### config.mk
export PLATFORM = sky130hd
export DESIGN_NAME = ctrl_reg_bank
export DESIGN_NICKNAME = d
export VERILOG_FILES = /design/src/rtl/ctrl_reg_pkg.sv /design/src/rtl/ctrl_reg_bank_rr_arbiter.sv /design/src/rtl/ctrl_reg_bank.sv
export SDC_FILE = /design/constraint.sdc
export NUM_CORES = 1
export LEC_CHECK = 0
export CORE_UTILIZATION = 30
export CTS_CLUSTER_DIAMETER = 30
export DETAILED_ROUTE_END_ITERATION = 8
export PLACE_DENSITY = 0.62
export SLEW_MARGIN = 20
export SYNTH_ARGS = -nofsm -noshare
export SYNTH_HDL_FRONTEND = slang
export SYNTH_SLANG_ARGS = --single-unit
### constraint.sdc
create_clock -name clk -period 2.9 [get_ports clk]
set_clock_uncertainty 0.15 [all_clocks]
set_input_delay 0.725 -clock clk [delete_from_list [all_inputs] [get_ports clk]]
set_output_delay 0.725 -clock clk [all_outputs]
set_load 0.02 [all_outputs]
### src/rtl/ctrl_reg_pkg.sv
// rtl/ctrl_reg_pkg.sv - shared FSM states, register-map offsets and router fields for ctrl_reg_bank
package ctrl_reg_pkg;

  typedef enum logic [1:0] {
    IDLE      = 2'd0,
    ISSUE     = 2'd1,
    WAIT_ACK  = 2'd2,
    WAIT_DONE = 2'd3
  } state_t;

  localparam int OFS_OFFSET  = 0;
  localparam int OFS_DEST    = 1;
  localparam int OFS_NUMOPS  = 2;
  localparam int OFS_ROUTER  = 3;
  localparam int REGS_PER_CH = 4;

  localparam int RT_PARAM_NOT_LAYER  = 0;
  localparam int RT_WEIGHT_NOT_INDEX = 1;
  localparam int RT_CACHE_SEL_LSB    = 2;
  localparam int RT_CACHE_SEL_W      = 2;
  localparam int RT_ACT_FUNC_LSB     = 4;
  localparam int RT_ACT_FUNC_W       = 2;
  localparam int RT_WRITE_REVERSE    = 6;

  // Channel index width; a single channel still gets a 1-bit index.
  function automatic int idx_w(input int n);
    return (n > 1) ? $clog2(n) : 1;
  endfunction

endpackage

### src/rtl/ctrl_reg_bank_rr_arbiter.sv
// rtl/ctrl_reg_bank_rr_arbiter.sv - combinational round-robin arbiter, search starts after last_grant
module rr_arbiter
  import ctrl_reg_pkg::*;
#(
  parameter int NUM_CH = 2,
  parameter int IDX_W  = idx_w(NUM_CH)
) (
  input  logic [NUM_CH-1:0] req,
  input  logic [IDX_W-1:0]  last_grant,
  output logic [NUM_CH-1:0] grant,
  output logic [IDX_W-1:0]  grant_idx,
  output logic              grant_valid
);

  logic [IDX_W-1:0] cand;

  always_comb begin
    grant       = '0;
    grant_idx   = '0;
    grant_valid = 1'b0;
    cand        = '0;
    for (int i = 1; i <= NUM_CH; i++) begin
      cand = IDX_W'((int'(last_grant) + i) % NUM_CH);
      if (!grant_valid && req[cand]) begin
        grant_valid = 1'b1;
        grant[cand] = 1'b1;
        grant_idx   = cand;
      end
    end
  end

endmodule

### src/rtl/ctrl_reg_bank.sv
// rtl/ctrl_reg_bank.sv - multi-channel descriptor bank with round-robin dispatch to the layer FSM
// Define CTRL_REG_BANK_IRQ_EN to add the IEN register at STAT+1 and the registered irq output.
module ctrl_reg_bank
  import ctrl_reg_pkg::*;
#(
  parameter int                DATA_W    = 16,
  parameter int                ADDR_W    = 16,
  parameter logic [ADDR_W-1:0] BASE_ADDR = 16'h8000,
  parameter int                NUM_CH    = 2,
  parameter int                ROUTER_W  = 7
) (
  input  logic                      clk,
  input  logic                      rstN,
  input  logic                      WE,
  input  logic [ADDR_W-1:0]         inAddr,
  input  logic [DATA_W-1:0]         inData,
  output logic [DATA_W-1:0]         outData,
  input  logic [DATA_W-1:0]         cacheDataOut,
  output logic [DATA_W-1:0]         cacheDataIn,
  output logic [ADDR_W-1:0]         cacheAddrIn,
  output logic                      cacheWE,
  input  logic                      beginOp,
  output logic                      fsmBeginOp,
  input  logic                      fsmReadyForNextOp,
  output logic                      readyForNextOp,
  output logic [idx_w(NUM_CH)-1:0]  activeCh,
  output logic [DATA_W-1:0]         offsetReg,
  output logic [DATA_W-1:0]         destReg,
  output logic [DATA_W-1:0]         numOpsReg,
  output logic [ROUTER_W-1:0]       routerReg
`ifdef CTRL_REG_BANK_IRQ_EN
  ,
  output logic                      irq
`endif
);

  localparam int IW       = idx_w(NUM_CH);
  localparam int FIELD_W  = $clog2(REGS_PER_CH);
  localparam int CTRL_OFS = REGS_PER_CH * NUM_CH;
  localparam int STAT_OFS = CTRL_OFS + 1;
`ifdef CTRL_REG_BANK_IRQ_EN
  localparam int IEN_OFS  = STAT_OFS + 1;
  localparam int LAST_OFS = IEN_OFS;
`else
  localparam int LAST_OFS = STAT_OFS;
`endif

  logic [DATA_W-1:0]   offset_q [NUM_CH];
  logic [DATA_W-1:0]   dest_q   [NUM_CH];
  logic [DATA_W-1:0]   numops_q [NUM_CH];
  logic [ROUTER_W-1:0] router_q [NUM_CH];

  logic [NUM_CH-1:0] pending_q, done_q;
  logic [IW-1:0]     active_q, last_q;
  state_t            state_q, state_d;

  logic              do_grant, set_done, busy;
  logic [NUM_CH-1:0] grant;
  logic [IW-1:0]     grant_idx;
  logic              grant_valid;

  // Address decode: a borrow out of the subtraction means the address is below the window.
  logic [ADDR_W:0]        rel;
  logic [ADDR_W-1:0]      ofs;
  logic [IW-1:0]          sel_ch;
  logic [FIELD_W-1:0]     field;
  logic                   hit, is_ch, is_ctrl, is_stat;

  assign rel     = {1'b0, inAddr} - {1'b0, BASE_ADDR};
  assign ofs     = rel[ADDR_W-1:0];
  assign hit     = !rel[ADDR_W] && (ofs <= ADDR_W'(LAST_OFS));
  assign is_ch   = hit && (ofs < ADDR_W'(CTRL_OFS));
  assign is_ctrl = hit && (ofs == ADDR_W'(CTRL_OFS));
  assign is_stat = hit && (ofs == ADDR_W'(STAT_OFS));
  assign sel_ch  = ofs[FIELD_W +: IW];
  assign field   = ofs[FIELD_W-1:0];

  assign cacheDataIn = inData;
  assign cacheAddrIn = inAddr;
  assign cacheWE     = WE && !hit;

  always_ff @(posedge clk or negedge rstN) begin
    if (!rstN) begin
      for (int c = 0; c < NUM_CH; c++) begin
        offset_q[c] <= '0;
        dest_q[c]   <= '0;
        numops_q[c] <= '0;
        router_q[c] <= '0;
      end
    end else if (WE && is_ch) begin
      case (field)
        FIELD_W'(OFS_OFFSET): offset_q[sel_ch] <= inData;
        FIELD_W'(OFS_DEST):   dest_q[sel_ch]   <= inData;
        FIELD_W'(OFS_NUMOPS): numops_q[sel_ch] <= inData;
        default:              router_q[sel_ch] <= inData[ROUTER_W-1:0];
      endcase
    end
  end

  rr_arbiter #(
    .NUM_CH (NUM_CH),
    .IDX_W  (IW)
  ) u_arb (
    .req         (pending_q),
    .last_grant  (last_q),
    .grant       (grant),
    .grant_idx   (grant_idx),
    .grant_valid (grant_valid)
  );

  always_ff @(posedge clk or negedge rstN) begin
    if (!rstN) state_q <= IDLE;
    else       state_q <= state_d;
  end

  always_comb begin
    state_d = state_q;
    case (state_q)
      IDLE:      if (grant_valid && fsmReadyForNextOp) state_d = ISSUE;
      ISSUE:     state_d = WAIT_ACK;
      WAIT_ACK:  if (!fsmReadyForNextOp) state_d = WAIT_DONE;
      WAIT_DONE: if (fsmReadyForNextOp) state_d = IDLE;
      default:   state_d = IDLE;
    endcase
  end

  always_comb begin
    do_grant   = (state_q == IDLE) && grant_valid && fsmReadyForNextOp;
    set_done   = (state_q == WAIT_DONE) && fsmReadyForNextOp;
    fsmBeginOp = (state_q == ISSUE);
    busy       = (state_q != IDLE);
  end

  // New requests are OR-ed in after the grant clear so a same-cycle re-request survives.
  logic [NUM_CH-1:0] req_set, w1c, done_set, grant_clr;

  assign req_set   = ((WE && is_ctrl) ? inData[NUM_CH-1:0] : '0) | NUM_CH'(beginOp);
  assign w1c       = (WE && is_stat) ? inData[NUM_CH:1] : '0;
  assign done_set  = set_done ? (NUM_CH'(1) << active_q) : '0;
  assign grant_clr = do_grant ? grant : '0;

  always_ff @(posedge clk or negedge rstN) begin
    if (!rstN) begin
      pending_q <= '0;
      done_q    <= '0;
      active_q  <= '0;
      last_q    <= IW'(NUM_CH - 1);
      offsetReg <= '0;
      destReg   <= '0;
      numOpsReg <= '0;
      routerReg <= '0;
    end else begin
      pending_q <= (pending_q & ~grant_clr) | req_set;
      done_q    <= (done_q & ~w1c) | done_set;
      if (do_grant) begin
        active_q  <= grant_idx;
        last_q    <= grant_idx;
        offsetReg <= offset_q[grant_idx];
        destReg   <= dest_q[grant_idx];
        numOpsReg <= numops_q[grant_idx];
        routerReg <= router_q[grant_idx];
      end
    end
  end

  assign activeCh       = (NUM_CH == 1) ? '0 : active_q;
  assign readyForNextOp = (state_q == IDLE) && (pending_q == '0);

`ifdef CTRL_REG_BANK_IRQ_EN
  logic [NUM_CH-1:0] ien_q;
  logic              is_ien;

  assign is_ien = hit && (ofs == ADDR_W'(IEN_OFS));

  always_ff @(posedge clk or negedge rstN) begin
    if (!rstN) begin
      ien_q <= '0;
      irq   <= 1'b0;
    end else begin
      if (WE && is_ien) ien_q <= inData[NUM_CH-1:0];
      irq <= |(done_q & ien_q);
    end
  end
`endif

  always_comb begin
    outData = cacheDataOut;
    if (is_ch) begin
      case (field)
        FIELD_W'(OFS_OFFSET): outData = offset_q[sel_ch];
        FIELD_W'(OFS_DEST):   outData = dest_q[sel_ch];
        FIELD_W'(OFS_NUMOPS): outData = numops_q[sel_ch];
        default:              outData = DATA_W'(router_q[sel_ch]);
      endcase
    end else if (is_ctrl) begin
      outData = DATA_W'(pending_q);
    end else if (is_stat) begin
      outData = DATA_W'({done_q, busy});
`ifdef CTRL_REG_BANK_IRQ_EN
    end else if (is_ien) begin
      outData = DATA_W'(ien_q);
`endif
    end
  end

endmodule

# Yosys cells after proc, flatten, opt, wreduce, memory -nomap -nowiden

Cells that the tools add are included.

Register bits: 173
Output and inout port bits: 107
Logic and storage cells: 139

$add $sub $neg: 3
Magnitude comparators: 9
Equality and inequality tests: 10
Shift-type cells: 1
Multiplexer cells: 58
Bitwise operators: 11
Reductions and logical operators: 30

Operator list:

| operator                 | number |
|---|---|
| $mux W16                 | 22 |
| $bwmux W32               | 3 |
| $mux W7                  | 7 |
| $pmux W16 S3             | 1 |
| $eq A16 B4 Y1 const B    | 2 |
| $mux W2                  | 9 |
| $logic_and A1 B1 Y1      | 17 |
| $sub A16 B16 Y17 const B | 1 |
| $demux W16 S1            | 1 |
| $le A16 B4 Y1 const B    | 1 |
| $lt A16 B4 Y1 const B    | 1 |
| $bwmux W14               | 1 |
| $mux W1                  | 10 |
| $pmux W2 S4              | 1 |
| $reduce_and A2 Y1        | 4 |
| $demux W7 S1             | 1 |
| $eq A2 B2 Y1 const B     | 3 |
| $logic_not A2 Y1         | 3 |
| $ne A2 B2 Y1 const B     | 3 |
| $or A2 B2 Y2             | 3 |
| $and A2 B2 Y2            | 2 |
| $eq A2 B1 Y1 const B     | 2 |
| $ge A2 B2 Y1 const B     | 2 |
| $lt A1 B2 Y1 const B     | 2 |
| other kinds (13)         | 20 |

# Logic depth before layout (Yosys ltp)

Depth after elaboration: 13
Mapped depth: 7
Depth with buffers taken out: 6

# By module

From an unflattened synthesis, not the netlist that was laid out.

Cell total of the unflattened synthesis: 738
Area total of the unflattened synthesis: 8,670.8 um^2

By module, submodules not included:

| module        | instances | cells each | area an instance (um^2) | seq. area each (um^2) |
|---|---|---|---|---|
| ctrl_reg_bank | 1         | 733        | 8,638.3                 | 4,330.4 |
| rr_arbiter    | 1         | 5          | 32.5                    | 0.0 |

# Least setup slack after synthesis

No wires, ideal clock.

Kind: in2out
From: input port inAddr[11]
To: output port outData[10]
Data arrival time: 2,249 ps
Data required time: 2,025 ps
Setup slack: -224 ps
Stages on the path: 5
Path buffers: 1
Cells stage by stage: nor4_4 > nand4b_1 > buf_2 > a21oi_1 > a32o_1

Word-level cells in the longest chain between the ends: 7
Elaborated cells between the ends (all ways): 13
Those cells by class: add/sub (1); order compare (2); eq/ne (2); mux (3); reduce/logical (5)

RTL lines:

| element                                                  | RTL line             | text |
|---|---|---|
| from (decl)                                              | ctrl_reg_bank.sv:15  | `input logic [ADDR_W-1:0] inAddr,` |
| $sub A16 B16 Y17 (*)                                     | ctrl_reg_bank.sv:69  | `assign rel = {1'b0, inAddr} - {1'b0, BASE_ADDR};` |
| $le A16 B4 Y1 / $logic_not A1 Y1 (equally long branches) | ctrl_reg_bank.sv:71  | `assign hit = !rel[ADDR_W] && (ofs <= ADDR_W'(LAST_OFS));` |
| $logic_and A1 B1 Y1                                      | ctrl_reg_bank.sv:71  |  |
| $logic_and A1 B1 Y1                                      | ctrl_reg_bank.sv:74  | `assign is_stat = hit && (ofs == ADDR_W'(STAT_OFS));` |
| $mux W16                                                 | ctrl_reg_bank.sv:197 | `end else if (is_stat) begin` |
| $mux W16                                                 | ctrl_reg_bank.sv:195 | `end else if (is_ctrl) begin` |
| $mux W16 (*)                                             | ctrl_reg_bank.sv:188 | `if (is_ch) begin` |
| to (decl)                                                | ctrl_reg_bank.sv:17  | `output logic [DATA_W-1:0] outData,` |

Mark *: on every way between the ends. The rest lies on a longest branch, timed or not.

# Final worst setup path

From: input port inAddr[3]
To: register done_q[1]

Word-level cells in the longest chain between the ends: 9
Elaborated cells between the ends (all ways): 11
Those cells by class: add/sub (1); order compare (1); eq/ne (1); mux (1); bitwise (3); reduce/logical (4)

RTL lines:

| element                                                  | RTL line             | text |
|---|---|---|
| $sub A16 B16 Y17 (*)                                     | ctrl_reg_bank.sv:69  |  |
| $le A16 B4 Y1 / $logic_not A1 Y1 (equally long branches) | ctrl_reg_bank.sv:71  |  |
| $logic_and A1 B1 Y1                                      | ctrl_reg_bank.sv:71  |  |
| $logic_and A1 B1 Y1 (*)                                  | ctrl_reg_bank.sv:74  |  |
| $logic_and A1 B1 Y1 (*)                                  | ctrl_reg_bank.sv:138 | `assign w1c = (WE && is_stat) ? inData[NUM_CH:1] : '0;` |
| $mux W2 (*)                                              | ctrl_reg_bank.sv:138 |  |
| $not A2 Y2 (*)                                           | ctrl_reg_bank.sv:154 | `done_q <= (done_q & ~w1c) \| done_set;` |
| $and A2 B2 Y2 (*)                                        | ctrl_reg_bank.sv:154 |  |
| $or A2 B2 Y2 (*)                                         | ctrl_reg_bank.sv:154 |  |
| to (signal assigned)                                     | ctrl_reg_bank.sv:154 |  |
| to (decl)                                                | ctrl_reg_bank.sv:53  | `logic [NUM_CH-1:0] pending_q, done_q;` |

Marks and branches as above.
A chain may end at the register's enable or synchronous reset.

==> flow_summary.ini <==
[worst_setup_path]
path_cells = dlygate4sd2_1 -> nor4bb_4 -> nand4_1 -> buf_4 -> buf_4 -> buf_4 -> buf_4 -> buf_4 -> buf_4 -> buf_4 -> buf_4 -> buf_4 -> buf_4 -> buf_4 -> buf_4 -> o21ai_1 -> nand2_1
crit_arrival_ns = 3.24
worstPathMaxFanout = 7
r2r_setup_slack_ns = 0.91
worst-setup-path-type = in2reg
required_ns = 3.06
critical_path.max_stage_delay_ns = 0.34
crit_top_cell = buf_4
end_kind = flip-flop
worst_setup_path_start_kind = input pin
cp_slowest_cell = dlygate4sd2_1

[logic_synthesis]
synth_fp_nets = 777
synth_area_sq_mm = 0.008605
synth_edf_count = 0
synthFlopType = dfrtp_1
synth-seq-area-share = 0.5033
ys_ff_latch = 173
syn_avg_cell_area_sq_um = 11.95
synth_cells = 720
synth-warning-count = 0
synth_top_family_by_area = multiplexers
synthSimpleGateAreaFrac = 0.07591
muxShareOfSynthArea = 0.2652
synthAdderAreaFrac = 0.005816
synth_compound_area_frac = 0.09597
async_flop_share = 1.000
synth_cell_types = 48
synth_xor_area_frac = 0

[run_status]
outcome = finished with violations
violations = negative setup slack

[global_routing]
grtUsageMet1 = 0.2205
grt_pass1_wl_um = 37300
grt_pass1_vias = 6505
use_met3 = 0.02577
grt_overflow = 0
grt-busiest-layer = met2
grtUsageTotal = 0.1685
met2_usage = 0.2819
grt_max_degree = 56
antenna_found_initial = 0

[hold_path]
hold_class = in2async

[pwr]
cellLeakagePower_nw = 5.339
p_per_area_mw_per_mm2 = 469.8
ir_drop_mv = 0.3690
fin_total_pwr_w = 0.005659

[detailed_routing]
wl_per_cell_um = 18.33
vias = 6444
totalWireLength_um = 24400
drt.antenna.violating_nets = 0
drc_errors = 0
drtIter0Drc = 339
first_pass_iters = 4
via_per_inst = 4.841

[floorplanning]
die_w_um = 171.4
start_util = 0.3072
die_area_sq_mm = 0.02936
fp.dieH_um = 171.4
num_rows = 61
pin_count = 160
core_area_sq_mm = 0.02801

[clocking]
cts_hold_buffers = 0
clk_latency_ns = 0.42
path_clk_slew_ns = 0.07
root_buffer = clkbuf_16
cts_tree = built
cts.sinks = 173
numCtsBuffers = 17
cts_max_level = 4
clockBufferDepth = 2

[sta]
hold_viol_final = 0
tns_ns = -2.232
max_freq_mhz = 324.7
fin_crit_ns = 3.080
tightestPinTransition_ns = 0.5918
final_max_slew_viol_count = 0
period_share = 1.062
rsz0062_at_grt = true
fin_ws_ns = -0.1798
slew-limit-headroom = 0.6037
setup_viol = 16

[place]
dp.cells = 1275
io_buffers = 159
gp_congestion = 0.8197
hpwl_um = 17260
dpl_worst_slack_ns = -1.323

[flow_run]
drv_cap = 0

[finish]
syn2layout_area_growth_pct = 39.99
drive_gt1_frac = 0.3652
num_antenna_cells = 0
final_cell_mix = dfrtp_1 (172), clkdlybuf4s50_1 (123), mux2_2 (110)
final_common_cell = dfrtp_1
nets = 997
final_util = 0.4300
final-instance-count-excl-fill = 1331
## synth_stat cells (all sizes together), types with 2 or more instances
cell | count | area (sq um)
nand4 | 6 | 37.54
mux4 | 5 | 112.6
nand2 | 84 | 315.3
o221ai | 4 | 35.03
a32o | 9 | 90.09
o21ai | 70 | 350.3
nand3 | 3 | 15.01
o211ai | 19 | 142.6
ha | 4 | 50.05
buf | 52 | 346.6
nor2b | 6 | 37.54
a2bb2oi | 2 | 17.52
clkbuf | 26 | 97.59
mux2 | 120 | 1389
a21oi | 5 | 25.02
dfrtp | 172 | 4304
inv | 5 | 18.77
a22o | 4 | 35.03
nor3 | 6 | 51.30
o22ai | 7 | 43.79
nor3b | 2 | 15.01
nor2 | 5 | 18.77
a211oi | 4 | 30.03
mux2i | 78 | 780.8
and2 | 2 | 12.51
nor4b | 3 | 41.29
nor4 | 3 | 63.81
## per-layer routing
layer | up-vias | wire [um]
met5 | - | 0
met4 | 0 | 514
met3 | 28 | 1065
met2 | 143 | 12010
met1 | 3243 | 10810
li1 | 3030 | -
## metrics by stage
step | hold slack [ns] | area, sq um
4_1_cts | 0.1258 | 11920
5_1_grt | 0.1371 | 12050
3_5_place_dp | 0.3202 | 11090
2_1_floorplan | 0.2794 | 8640
6_report | 0.09622 | 12050
3_3_place_gp | 0.3131 | 11090
## worst max-delay path, delay by kind of cell
kind,cells,cell delay (ns)
AOI/OAI and AO/OA,1,0.10
buffers and inverters,13,1.85
and+or+nand+nor,3,0.56
## kinds of logic (layout without fill, tap and decap cells)
logic type               Yosys count  after routing
AND/OR/NAND/NOR                  126            126
flip-flops                       173            173
adder cells (fa/ha/maj)            4              4
AO/OA/AOI/OAI                    131            131
multiplexers                     203            203
buffers and inverters             83            316
## where the power goes
| part | internal [W] | total [W] | switching (W) |
|---|---|---|---|
| Clock | 0.00130 | 0.00229 | 0.000989 |
| Combinational | 0.000385 | 0.000895 | 0.000510 |
| Sequential | 0.00244 | 0.00247 | 0.0000265 |
| Total | 0.00413 | 0.00566 | 0.00153 |
## path summary, 6_finish.rpt
| path | startpoint | to | cells after the start |
|---|---|---|---|
| min in group clk | numOpsReg[0] | numOpsReg[0] | 2 |
| worst max-delay path | inAddr[3] | done_q[1] | 17 |
| worst max register to register | state_q[1] | offsetReg[6] | 7 |
| worst min-delay path | rstN | destReg[12] | 1 |
| max in group asynchronous | rstN | dest_q[9] | 2 |
| worst min register to register | numOpsReg[0] | numOpsReg[0] | 2 |
## repair_timing
action / in CTS / in global routing
setup buffers: 20 / 4
gates cloned: 0 / 1
setup endpoints to repair: 47 / 18
pin swaps: 17 / 16
resized for setup: 181 / 22
## state kept, by name (all words and copies together), names as in the netlist
register   flops
last_q         1
routerReg      7
activeCh       1
dest_q        32
numops_q      32
offset_q      32
numOpsReg     16
done_q         2
router_q      14
state_q        2
destReg       16
pending_q      2
offsetReg     16
## cell type report
type | count | area [sq um]
fill | 2634 | 15970
sequential | 173 | 4330
multi-input combinational | 464 | 3954
timing repair buffer | 279 | 2685
tap | 378 | 473.0
clock buffer | 20 | 446.7
clock inverter | 12 | 137.6
inverter | 5 | 18.77
Power figures use the tool's default switching activity.
